[config.mk]
export PLATFORM = sky130hd
export DESIGN_NAME = i3c_ibi_hj_arbiter
export DESIGN_NICKNAME = d
export VERILOG_FILES = /design/src/rtl/i3c_ibi_hj_arbiter.sv
export SDC_FILE = /design/constraint.sdc
export NUM_CORES = 1
export LEC_CHECK = 0
export CAP_MARGIN = 10
export CORE_UTILIZATION = 45
export CTS_BUF_LIST = sky130_fd_sc_hd__clkbuf_4
export CTS_CLUSTER_DIAMETER = 200
export DETAILED_ROUTE_END_ITERATION = 8
export HOLD_SLACK_MARGIN = 0.02
export PLACE_DENSITY_LB_ADDON = 0.2
export SETUP_SLACK_MARGIN = 0.3
export SLEW_MARGIN = 40
export SYNTH_ARGS = -nofsm -noshare
export SYNTH_HDL_FRONTEND = slang
export SYNTH_SLANG_ARGS = --single-unit
[constraint.sdc]
create_clock -name clk -period 2.4 [get_ports clk]
set_input_delay 0.72 -clock clk [delete_from_list [all_inputs] [get_ports clk]]
set_output_delay 0.72 -clock clk [all_outputs]
set_load 0.005 [all_outputs]
[src/rtl/i3c_ibi_hj_arbiter.sv]
// Arbitrates the single I3C in-band notification slot between NUM_REQ IBI sources and hot-join.
// Latency: request sampled in IDLE -> WAIT_FREE next edge -> eng_start two edges later on a free bus.
// Backpressure: sources hold their level request until ibi_gnt/hj_gnt/ev_drop; the engine paces via eng_done.
// Optional build macro: I3C_IBI_TIMEOUT_EN adds a WAIT_DONE watchdog that turns a silent engine into a NACK.
module i3c_ibi_hj_arbiter #(
  parameter int NUM_REQ        = 4,
  parameter int IDLE_CYCLES    = 8,
  parameter int MAX_RETRY      = 3,
  parameter int TIMEOUT_CYCLES = 256,
  localparam int ID_W          = $clog2(NUM_REQ + 1)
) (
  input  logic                 clk,
  input  logic                 rst,
  input  logic [NUM_REQ-1:0]   ibi_req,
  input  logic [NUM_REQ*8-1:0] ibi_mdb,
  input  logic                 hj_event_req,
  input  logic                 da_assigned,
  input  logic                 bus_free,
  input  logic                 cmd_enec,
  input  logic                 cmd_disec,
  input  logic [7:0]           cmd_data,
  input  logic                 eng_done,
  input  logic                 eng_ack,
  output logic                 eng_start,
  output logic                 eng_type,
  output logic [7:0]           eng_mdb,
  output logic [NUM_REQ-1:0]   ibi_gnt,
  output logic                 hj_gnt,
  output logic                 ev_drop,
  output logic [ID_W-1:0]      ev_drop_id,
  output logic                 ibi_en,
  output logic                 hj_en,
  output logic                 busy
);

  localparam int PTR_W = (NUM_REQ > 1) ? $clog2(NUM_REQ) : 1;
  localparam int IC_W  = $clog2(IDLE_CYCLES + 1);
  localparam int RC_W  = $clog2(MAX_RETRY + 1);

  typedef enum logic [2:0] {
    S_IDLE,
    S_WAIT_FREE,
    S_ISSUE,
    S_WAIT_DONE,
    S_BACKOFF
  } state_t;

  state_t             state;
  logic [PTR_W-1:0]   rr_ptr;
  logic [PTR_W-1:0]   win_ptr;
  logic               win_hj;
  logic [RC_W-1:0]    retry_cnt;
  logic [IC_W-1:0]    idle_cnt;
  logic [IC_W-1:0]    bo_cnt;

  logic [NUM_REQ-1:0] ibi_elig;
  logic               hj_elig;
  logic               rr_found;
  logic [PTR_W-1:0]   rr_sel;
  logic [7:0]         sel_mdb;
  logic               win_elig;
  logic [PTR_W-1:0]   rr_next;
  logic [RC_W-1:0]    retry_next;
  logic               attempt_nack;
  logic               unused_cmd_bits;

  // Only the INT and HJ bits of the event byte matter here.
  assign unused_cmd_bits = ^{cmd_data[7:4], cmd_data[2:1]};

`ifdef I3C_IBI_TIMEOUT_EN
  localparam int WD_W = $clog2(TIMEOUT_CYCLES + 1);
  logic [WD_W-1:0] wd_cnt;
  logic            wd_hit;
  assign wd_hit       = (wd_cnt == WD_W'(TIMEOUT_CYCLES - 1));
  // A real eng_done in the timeout cycle wins over the watchdog.
  assign attempt_nack = (eng_done & ~eng_ack) | (~eng_done & wd_hit);
`else
  localparam int unused_timeout_cycles = TIMEOUT_CYCLES;
  assign attempt_nack = eng_done & ~eng_ack;
`endif

  // Eligibility gating and round-robin search starting at rr_ptr.
  always_comb begin
    int idx;
    idx      = 0;
    ibi_elig = ibi_req & {NUM_REQ{ibi_en & da_assigned}};
    hj_elig  = hj_event_req & hj_en & ~da_assigned;
    rr_found = 1'b0;
    rr_sel   = '0;
    for (int k = 0; k < NUM_REQ; k++) begin
      idx = int'(rr_ptr) + k;
      if (idx >= NUM_REQ) idx = idx - NUM_REQ;
      if (!rr_found && ibi_elig[PTR_W'(idx)]) begin
        rr_found = 1'b1;
        rr_sel   = PTR_W'(idx);
      end
    end
  end

  // MDB of the round-robin candidate.
  always_comb begin
    sel_mdb = 8'h00;
    for (int k = 0; k < NUM_REQ; k++) begin
      if (PTR_W'(k) == rr_sel) sel_mdb = ibi_mdb[k*8 +: 8];
    end
  end

  // Latched-winner helpers: is it still requesting, where the pointer goes next, retry step.
  always_comb begin
    win_elig   = win_hj ? hj_elig : ibi_elig[win_ptr];
    rr_next    = (win_ptr == PTR_W'(NUM_REQ - 1)) ? '0 : win_ptr + 1'b1;
    retry_next = retry_cnt + 1'b1;
  end

  // Saturating count of consecutive bus-free cycles.
  always_ff @(posedge clk or posedge rst) begin
    if (rst) begin
      idle_cnt <= '0;
    end else if (!bus_free) begin
      idle_cnt <= '0;
    end else if (idle_cnt != IC_W'(IDLE_CYCLES)) begin
      idle_cnt <= idle_cnt + 1'b1;
    end
  end

  // ENEC/DISEC event enables; DISEC wins when both pulse together.
  always_ff @(posedge clk or posedge rst) begin
    if (rst) begin
      ibi_en <= 1'b1;
      hj_en  <= 1'b1;
    end else if (cmd_disec) begin
      if (cmd_data[0]) ibi_en <= 1'b0;
      if (cmd_data[3]) hj_en  <= 1'b0;
    end else if (cmd_enec) begin
      if (cmd_data[0]) ibi_en <= 1'b1;
      if (cmd_data[3]) hj_en  <= 1'b1;
    end
  end

  // Request sequencer: latch winner, wait for bus idle, issue, then grant / retry / drop.
  always_ff @(posedge clk or posedge rst) begin
    if (rst) begin
      state      <= S_IDLE;
      rr_ptr     <= '0;
      win_ptr    <= '0;
      win_hj     <= 1'b0;
      retry_cnt  <= '0;
      bo_cnt     <= '0;
      eng_start  <= 1'b0;
      eng_type   <= 1'b0;
      eng_mdb    <= 8'h00;
      ibi_gnt    <= '0;
      hj_gnt     <= 1'b0;
      ev_drop    <= 1'b0;
      ev_drop_id <= '0;
      busy       <= 1'b0;
`ifdef I3C_IBI_TIMEOUT_EN
      wd_cnt     <= '0;
`endif
    end else begin
      eng_start <= 1'b0;
      ibi_gnt   <= '0;
      hj_gnt    <= 1'b0;
      ev_drop   <= 1'b0;
      case (state)
        S_IDLE: begin
          if (hj_elig || rr_found) begin
            win_hj    <= hj_elig;
            win_ptr   <= rr_sel;
            eng_type  <= hj_elig;
            eng_mdb   <= hj_elig ? 8'h00 : sel_mdb;
            retry_cnt <= '0;
            busy      <= 1'b1;
            state     <= S_WAIT_FREE;
          end
        end
        S_WAIT_FREE: begin
          if (!win_elig) begin
            busy  <= 1'b0;
            state <= S_IDLE;
          end else if (idle_cnt == IC_W'(IDLE_CYCLES)) begin
            state <= S_ISSUE;
          end
        end
        S_ISSUE: begin
          eng_start <= 1'b1;
`ifdef I3C_IBI_TIMEOUT_EN
          wd_cnt    <= '0;
`endif
          state     <= S_WAIT_DONE;
        end
        S_WAIT_DONE: begin
          if (eng_done && eng_ack) begin
            if (win_hj) begin
              hj_gnt <= 1'b1;
            end else begin
              ibi_gnt <= NUM_REQ'(1) << win_ptr;
              rr_ptr  <= rr_next;
            end
            busy  <= 1'b0;
            state <= S_IDLE;
          end else if (attempt_nack) begin
            if (retry_next == RC_W'(MAX_RETRY)) begin
              ev_drop    <= 1'b1;
              ev_drop_id <= win_hj ? ID_W'(NUM_REQ) : ID_W'(win_ptr);
              if (!win_hj) rr_ptr <= rr_next;
              busy       <= 1'b0;
              state      <= S_IDLE;
            end else begin
              retry_cnt <= retry_next;
              bo_cnt    <= '0;
              state     <= S_BACKOFF;
            end
          end
`ifdef I3C_IBI_TIMEOUT_EN
          else begin
            wd_cnt <= wd_cnt + 1'b1;
          end
`endif
        end
        S_BACKOFF: begin
          if (bo_cnt == IC_W'(IDLE_CYCLES - 1)) begin
            state <= S_WAIT_FREE;
          end else begin
            bo_cnt <= bo_cnt + 1'b1;
          end
        end
        default: begin
          busy  <= 1'b0;
          state <= S_IDLE;
        end
      endcase
    end
  end

endmodule
==> results by group, run 1 <==
Die
  – Starting Density: around half
  – # IOs: 75
  – Rows: 24
  – Die height: about 71 um
  – Chip width: 70.9 um
  – Area of the die: between 5000 and 6000 um^2
  – Core Area: between 4000 and 5000 um^2

Flow run
  – Max-Cap Viols: 0

Routing
  – Vias per cell: about 5.2
  – Initial DRC count: 67
  – TritonRoute pass-1 iters: 6
  – DRC: 4
  – Wirelength, routed: 4830 um
  – DR WL/cell: ~14 um
  – Routed vias: around 1800
  – Antenna-violating nets left: 0

Placement
  – Port bufs: about 70
  – Cell Area, Placed: approximately 3000 um^2
  – RePlAce Congestion: around 0.82
  – Placed cell count: approximately 340
  – Detail Placement HPWL: between 3000 and 4000 um

Synthesis
  – Flops & latches, synth: 39
  – Most used DFF post-synth: dfrtp_1
  – Async set-reset flop share out of synthesis: between 90% and 100%
  – Largest area contributor in the netlist: dfrtp_1
  – Mapped Area: roughly 2100 um^2
  – Synth Area in Compound Gates: 16.3%
  – Mux cell area share after synthesis: a little over an eighth
  – Number of enable flip-flop cells after synthesis: 0
  – Syn. warnings: 0
  – Dominant cells by area after synthesis: dfrtp_1 43%, mux2i_1 9.8%, ha_1 4.7%
  – Most frequent cell after synthesis: dfrtp_1
  – Fraction of the mapped netlist area in simple logic gates: 14.6%
  – Adder-Cell Fraction of Synth Area: about 4.7%
  – Net Count, Synth: around 270
  – Area share of the largest cell type after synthesis: a little over two fifths
  – Combinational family with the most area after synthesis: compound AO/OA/AOI/OAI gates
  – Mapped Cells: just over 200
  – Seq/Total Area, Yosys: roughly 46%
  – Most instantiated cells after synthesis: 37 x dfrtp_1, 21 x mux2i_1, 17 x nand2_1
  – Post-synthesis xor/xnor area fraction: about 1.2%
  – Post-synth cell types: slightly above 40
  – Syn Area/Cell: between 10 and 15 um^2

Timing
  – Slew headroom: 67.8%
  – Fmax: between 400 and 500 MHz
  – Clock Skews: between 0.01 and 0.015 ns
  – Worst slew pin tran: 0.483 ns
  – Fin crit period: 2.06 ns
  – Fin. max-slew vios: 0
  – Final Hold Violating Endpoints: 0
  – Minimum hold slack: between 0.4 and 0.5 ns
  – Final setup fails: 0
  – RSZ-0062 raised after global routing: false
  – Setup TNS: 0 ns
  – Period utilization: a little under nine tenths

Clock tree
  – TritonCTS clock tree: built
  – # H-tree levels: 2
  – Clock root buffer: clkbuf_4
  – Bufs on Longest Clock Path: 2
  – CTS Buf Count: 5
  – Hold buffers post-CTS: 0
  – Clock Latency Late Sink: approximately 0.35 ns
  – CTS clock-pin slew for the worst setup and hold paths: ~0.11 ns
  – TritonCTS Sinks: 39

Final layout
  – Ant. Diodes: 0
  – Fill count: ~370
  – Fin nets: 360
  – Fin area: approximately 3200 um^2
  – Finished Core Util: a little under three quarters
  – Share of cells above drive strength 1: 16.1%
  – Layout area overhead: 47.6%
  – Sequential Area: roughly 1000 um^2
  – Multi-input logic area: 1110 um^2
  – Final Non-Filler Cells: between 300 and 400

Critical path
  – Type of origin of the critical path: input pin
  – WP data arrival: around 2.3 ns
  – CP Capture Type: flop
  – Kind of critical path: input pin to flop
  – Worst-path fanout max: 6
  – CP required: 2.63 ns

Global routing
  – Largest net degree at the start of global routing: 40
  – First-pass GRT wire length: 8410 um
  – Initial antenna violation count: 0
  – Vias in the first global route: 1939
  – Global router's overall resource usage: 21.6%
  – GR Overflow Total: 0

Power and ir drop
  – Worst vdd ir: approximately 0.35 mV
  – PD cells: ~600 nW/um^2
  – P_leak: about 1.4 nW

Run status
  – Failing checks: design-rule violations
  – Status: finished with violations

Worst hold path
  – Worst Hold Class: flop to flop
routing by layer:
metal / GRT usage (%) / up-vias / wire length, um
li1: - / 912 / -
met1: 22.9 / 853 / 1940
met2: 39.7 / 64 / 2470
met3: 6.84 / 9 / 346
met4: 8.44 / 0 / 78
met5: 0 / - / 0
what timing repair did:
action,in CTS,in global routing
pin swaps,3,8
setup buffers,3,0
cloned,2,0
endpoints found under the setup margin,15,12
resized for setup,14,12
final cells by class:
| cell class | count | area share (%) |
|---|---|---|
| flip-flops and latches | 39 | 31.1 |
| inverters | 13 | 1.55 |
| well taps | 52 | 2.06 |
| clock buffers | 5 | 1.19 |
| repair buffers | 92 | 28.5 |
| multi-input cells | 148 | 35.3 |
| clock inverters | 2 | 0.278 |
worst max-delay path, stage by stage:
cell and delay (ns):
clkdlybuf4s15_1 0.17, and3b_1 0.17, a211o_1 0.31, a221oi_4 0.34
buf_6 0.17, buf_16 0.12, mux2i_1 0.18, o221ai_1 0.11
metrics by stage:
step	worst slack, ns	total power [mW]
detailed placement	-0.288	1.55
CTS	0.289	1.88
floorplan	0.322	1.18
global route	0.263	2.01
global placement	-0.248	1.53
finish	0.345	1.87
cells in the final DEF (no fill, tap or decap), drive strengths merged, types with 2 or more instances in the layout:
cell           instances
a211oi                 2
a21o                   2
a21oi                 10
a22o                   8
and2                   9
and3                   2
buf                   24
clkbuf                 5
clkdlybuf4s15          3
clkdlybuf4s50         61
clkinv                 2
dfrtp                 37
dfstp                  2
dlygate4sd2            3
ha                     8
inv                   13
mux2                   5
mux2i                 21
nand2                 17
nand2b                 4
nand3                  5
nand3b                 4
nor2                   9
nor2b                  5
o21ai                 17
o21bai                 2
o22ai                  2
xnor2                  2
state kept, by name (all words and copies together), names as in the netlist:
| register | flops |
|---|---|
| retry_cnt | 2 |
| busy | 1 |
| win_ptr | 2 |
| rr_ptr | 2 |
| eng_mdb | 8 |
| bo_cnt | 4 |
| state | 3 |
| ev_drop_id | 3 |
| eng_start | 1 |
| hj_gnt | 1 |
| idle_cnt | 4 |
| ev_drop | 1 |
| hj_en | 1 |
| win_hj | 1 |
| ibi_gnt | 4 |
| ibi_en | 1 |
kinds of logic after synthesis:
| family | after synthesis |
|---|---|
| AOI/OAI and AO/OA | 51 |
| xor gates and xnor gates | 3 |
| adders and majority gates | 8 |
| buffers and inverters | 17 |
| DFF | 39 |
| muxes | 27 |
| and+or+nand+nor | 59 |
power by group:
group	switching (mW)	internal, mW	leakage [nW]
clock network	0.207	0.104	0.0285
registers	0.107	0.785	0.509
logic	0.252	0.414	0.872
total	0.566	1.30	1.41
worst paths after layout:
| kind | from | end | slack [ns] | cells after the start |
|---|---|---|---|---|
| worst max-delay path | ibi_req[1] | eng_mdb[7]$_DFFE_PP0P_ | 0.34 | 8 |
| worst min-delay path | bo_cnt[3]$_DFFE_PP0P_ | bo_cnt[3]$_DFFE_PP0P_ | 0.49 | 1 |
| worst max register to register | rr_ptr[0]$_DFFE_PP0P_ | eng_mdb[7]$_DFFE_PP0P_ | 0.43 | 7 |
| worst min register to register | bo_cnt[3]$_DFFE_PP0P_ | bo_cnt[3]$_DFFE_PP0P_ | 0.49 | 1 |
| max in group asynchronous | rst | hj_en$_DFFE_PP1P_ | 1.26 | 3 |
| min in group asynchronous | rst | ibi_gnt[1]$_DFF_PP0_ | 0.78 | 3 |
Note: power is estimated with default switching activity, not from simulation.
==> inputs of run 2 (changes only) <==
Settings changed: SLEW_MARGIN 40 to 20.
Clock period 2.4 ns to 2.5 ns, I/O delays scaled along.
==> results by group, run 2 (synthesis results as in run 1) <==
Final layout
  – Layout area overhead: 44.8%
  – Largest register FFs: 8
  – Fin area: roughly 3100 um^2
  – Final Non-Filler Cells: roughly 350
  – Commonest non-fill, non-tap cell in the layout: clkdlybuf4s50_1
  – Finished Core Util: 69.6%
  – Ant. Diodes: 0
  – Share of cells above drive strength 1: approximately an eighth
  – Most frequent cells in the layout: 63 x clkdlybuf4s50_1, 37 x dfrtp_1, 21 x mux2i_1, 17 x nand2_1, 16 x buf_4
  – Sequential Area: 978 um^2
  – Fill count: 360
  – Largest reg by FF count: eng_mdb
  – Multi-input logic area: around 1100 um^2
  – Fin nets: 356

Die
  – Core Area: about 4400 um^2
  – # IOs: between 70 and 80
  – Starting Density: approximately 48%
  – Die height: approximately 70 um
  – Rows: 24
  – Chip width: slightly above 70 um
  – Area of the die: a little over 5000 um^2

Critical path
  – Cells on worst reg2reg path: 7
  – CP required: about 1.8 ns
  – Cell family with most CP delay: flip-flops
  – Worst R2R Start: rr_ptr[0]$_DFFE_PP0P_
  – Crit path depth: 1
  – WP data arrival: between 1 and 1.5 ns
  – Worst-path fanout max: 3
  – Slowest stage delay, CP: between 0.5 and 0.6 ns
  – WP buf/inv: 1
  – CP cell instances: clkdlybuf4s50_1
  – CP Capture Type: primary output
  – Crit path launch: ibi_en$_DFFE_PP1P_
  – Slowest-stage cell, CP: dfstp_2
  – Type of origin of the critical path: flop
  – Kind of critical path: flop to primary output

Placement
  – Placed cell count: about 340
  – Port bufs: slightly below 70
  – Detail Placement HPWL: approximately 3500 um
  – Cell Area, Placed: ~3000 um^2
  – Dpl ws: -0.234 ns
  – RePlAce Congestion: around 0.80

Clock tree
  – Bufs on Longest Clock Path: 2
  – TritonCTS clock tree: built
  – TritonCTS Sinks: 39
  – Hold buffers post-CTS: 0
  – CTS clock-pin slew for the worst setup and hold paths: 0.11 ns
  – Clock root buffer: clkbuf_4
  – CTS Buf Count: 5
  – # H-tree levels: 2
  – Clock Latency Late Sink: about 0.34 ns

Run status
  – Failing checks: design-rule violations
  – Status: finished with violations

Timing
  – Fmax: ~470 MHz
  – Final setup fails: 0
  – Clock Skews: 0.00590 ns
  – Fin. max-slew vios: 0
  – Fin crit period: 2.15 ns
  – Final Hold Violating Endpoints: 0
  – Final worst slack: approximately 0.35 ns
  – Minimum hold slack: 0.484 ns
  – Period utilization: a little under nine tenths
  – Setup TNS: 0 ns
  – RSZ-0062 raised after global routing: true
  – Worst slew pin tran: around 0.49 ns
  – Slew headroom: about 67%

Global routing
  – GR Overflow Total: 0
  – First-pass GRT wire length: 7810 um
  – Vias in the first global route: ~1800
  – Largest net degree at the start of global routing: 40
  – Initial antenna violation count: 0
  – Global router's overall resource usage: between 20 and 25%

Routing
  – TritonRoute pass-1 iters: 6
  – Wirelength, routed: about 4600 um
  – DR WL/cell: about 13 um
  – Vias per cell: roughly 5.3
  – Initial DRC count: 66
  – Antenna-violating nets left: 0
  – Routed vias: between 1500 and 2000
  – DRC: 4

Worst hold path
  – Worst Hold Class: flop to flop
  – Hold Path Origin: bo_cnt[3]$_DFFE_PP0P_
  – Hold depth: 1

Flow run
  – Max-Cap Viols: 0

Power and ir drop
  – Power Total: ~1.8 mW
  – Worst vdd ir: 0.346 mV
  – PD cells: ~580 nW/um^2
  – P_leak: about 1.4 nW
## run 2: changes by cell type in the layout (fill, tap and decap cells not counted), sizes merged
cell,before,now
clkdlybuf4s50,61,63
dlygate4sd2,3,4
buf,24,20
clkdlybuf4s15,3,0
## run 2: area by class of cell
class,count,area share (%)
clock buffers,5,1.21
clock inverters,2,0.283
inverters,13,1.58
multi-input cells,148,35.1
flip-flops and latches,39,31.6
well taps,52,2.10
repair buffers,88,28.1
## run 2: layer usage
metal	GRT usage [%]	wire length (um)
met5	0	0
met4	4.89	45
met3	7.12	307
met2	34.2	2250
met1	24.5	1990
## run 2: final timing paths
path	to	slack, ns
max in group asynchronous	ibi_en$_DFFE_PP1P_	1.33
worst max-delay path	ibi_en	0.35
worst min-delay path	bo_cnt[3]$_DFFE_PP0P_	0.48
worst min register to register	bo_cnt[3]$_DFFE_PP0P_	0.48
worst max register to register	eng_mdb[7]$_DFFE_PP0P_	0.56
min in group asynchronous	ibi_gnt[1]$_DFF_PP0_	0.81
## run 2: power by group
group / switching (mW) / internal (mW) / leakage, nW
combinational: 0.237 / 0.390 / 0.849
clock: 0.198 / 0.0998 / 0.0285
sequential: 0.103 / 0.752 / 0.511
total: 0.539 / 1.24 / 1.39
## run 2: what timing repair did
| action | 4_1_cts | 5_1_grt |
|---|---|---|
| buffers inserted | 2 | 1 |
| gates resized for setup | 7 | 6 |
| setup endpoints to repair | 10 | 10 |
| pin swaps | 3 | 1 |
| cloned | 1 | 0 |
==> inputs of run 3 (changes only) <==
Settings changed: CELL_PAD_IN_SITES_DETAIL_PLACEMENT set to 0, CELL_PAD_IN_SITES_GLOBAL_PLACEMENT set to 1, CORE_UTILIZATION 45 to 38.
==> results by group, run 3 (synthesis results as in run 1) <==
Timing
  – Fin. max-slew vios: 0
  – Final setup fails: 0
  – Minimum hold slack: slightly below 0.5 ns
  – Clock Skews: approximately 0.0098 ns
  – Fmax: 475 MHz
  – Worst slew pin tran: roughly 0.5 ns
  – Period utilization: approximately 84%
  – Slew headroom: around 66%
  – RSZ-0062 raised after global routing: false
  – Fin crit period: between 2 and 2.5 ns
  – Final Hold Violating Endpoints: 0

Critical path
  – WP data arrival: roughly 2.4 ns
  – Slowest-stage cell, CP: clkdlybuf4s50_1
  – CP cell instances: clkdlybuf4s50_1 -> and2_4 -> o21ai_0 -> a21oi_2 -> buf_6 -> mux2i_1 -> mux2i_1 -> a22o_1
  – Cell family with most CP delay: buffers and inverters
  – CP required: between 2 and 3 ns
  – Worst-path fanout max: 6
  – Most used cell, CP: mux2i_1
  – Type of origin of the critical path: input pin
  – CP Capture Type: flop
  – Kind of critical path: input pin to flop
  – WP buf/inv: 2
  – Slowest stage delay, CP: about 0.47 ns

Power and ir drop
  – PD cells: around 570 nW/um^2
  – P_leak: approximately 1.4 nW
  – Worst vdd ir: 0.266 mV

Die
  – Chip width: 77.0 um
  – Die height: a little under 80 um
  – # IOs: 75
  – Rows: 26
  – Core Area: about 5300 um^2
  – Starting Density: a little over 40%
  – Area of the die: between 5000 and 6000 um^2

Final layout
  – Layout area overhead: 45.8%
  – Largest register FFs: 8
  – Fill count: just under 500
  – Fin nets: 356
  – Most frequent cells in the layout: 62 x clkdlybuf4s50_1, 37 x dfrtp_1, 21 x mux2i_1, 17 x nand2_1, 17 x buf_4
  – Ant. Diodes: 0
  – Finished Core Util: about three fifths
  – Commonest non-fill, non-tap cell in the layout: clkdlybuf4s50_1
  – Share of cells above drive strength 1: roughly 13%
  – Largest reg by FF count: eng_mdb

Global routing
  – Busiest layer in global routing: met2
  – Met3 usage: approximately 6.4%
  – GR Util met2: about 26%
  – GR Overflow Total: 0
  – Largest net degree at the start of global routing: 40
  – First-pass GRT wire length: ~7600 um
  – Met1 Use GR: 20.0%
  – Vias in the first global route: roughly 1800
  – Global router's overall resource usage: 16.2%
  – Initial antenna violation count: 0

Clock tree
  – Bufs on Longest Clock Path: 2
  – CTS clock-pin slew for the worst setup and hold paths: 0.12 ns
  – TritonCTS Sinks: 39
  – # H-tree levels: 2
  – TritonCTS clock tree: built
  – Clock root buffer: clkbuf_4
  – Hold buffers post-CTS: 0
  – Clock Latency Late Sink: roughly 0.34 ns
  – CTS Buf Count: 5

Worst hold path
  – Worst Hold Class: flop to flop

Routing
  – Routed vias: 1789
  – TritonRoute pass-1 iters: 4
  – Vias per cell: roughly 4.9
  – DRC: 0
  – Wirelength, routed: around 4400 um
  – DR WL/cell: 12.1 um
  – Initial DRC count: 55
  – Antenna-violating nets left: 0

Run status
  – Status: finished clean

Placement
  – RePlAce Congestion: approximately 0.8
  – Detail Placement HPWL: 3410 um
  – Port bufs: 68

Flow run
  – Max-Cap Viols: 0
## run 3: worst paths after layout
check | startpoint | to | slack [ns] | cells after the start
worst max-delay path | da_assigned | eng_mdb[6]$_DFFE_PP0P_ | 0.39 | 8
worst min-delay path | bo_cnt[3]$_DFFE_PP0P_ | bo_cnt[3]$_DFFE_PP0P_ | 0.50 | 1
worst max register to register | rr_ptr[0]$_DFFE_PP0P_ | eng_mdb[2]$_DFFE_PP0P_ | 0.59 | 7
worst min register to register | bo_cnt[3]$_DFFE_PP0P_ | bo_cnt[3]$_DFFE_PP0P_ | 0.50 | 1
max in group asynchronous | rst | ibi_en$_DFFE_PP1P_ | 1.35 | 3
min in group asynchronous | rst | eng_mdb[3]$_DFFE_PP0P_ | 0.80 | 3
## run 3: metal layers
metal	part of all wire, %	vias up
met1	47	809
met4	0.88	0
met2	44	62
met5	0	-
met3	7.9	5
li1	-	913
## run 3: timing repair
item                                    in CTS  in global routing
resized for setup                            5                  8
cloned                                       0                  1
endpoints found under the hold margin        0                  0
buffers inserted                             1                  0
endpoints found under the setup margin      11                  9
pin swaps                                    3                  0
## run 3: worst reg2reg max path, cell delays in order (launching register included)
cell	delay, ns
dfrtp_1	0.44
and3b_1	0.21
a211o_1	0.26
a221oi_4	0.30
buf_12	0.17
mux2i_1	0.21
o21ai_1	0.08
o21bai_1	0.15
## run 3: area by class of cell
| type | instances | area (um^2) | area share, % |
|---|---|---|---|
| clock inverter | 3 | 15.0 | 0.482 |
| tap | 70 | 87.6 | 2.81 |
| clock buffer | 5 | 37.5 | 1.21 |
| multi-input combinational | 148 | 1090 | 34.9 |
| sequential | 39 | 978 | 31.4 |
| timing repair buffer | 88 | 860 | 27.6 |
| inverter | 13 | 48.8 | 1.57 |
## run 3: where the power goes
part / switching, mW / internal, mW
Clock: 0.200 / 0.103
Combinational: 0.231 / 0.388
Sequential: 0.108 / 0.752
Total: 0.539 / 1.24
## run 3: metrics by stage
stage	TNS (ns)	cells	worst slack, ns	cell area (um^2)	power (mW)
detailed placement	-1.61	356	-0.221	3040	1.49
global placement	-1.46	356	-0.192	3040	1.48
global route	0	366	0.336	3110	1.93
CTS	0	365	0.314	3090	1.81
finish	0	366	0.395	3110	1.78
floorplan	0	204	0.392	2140	1.14
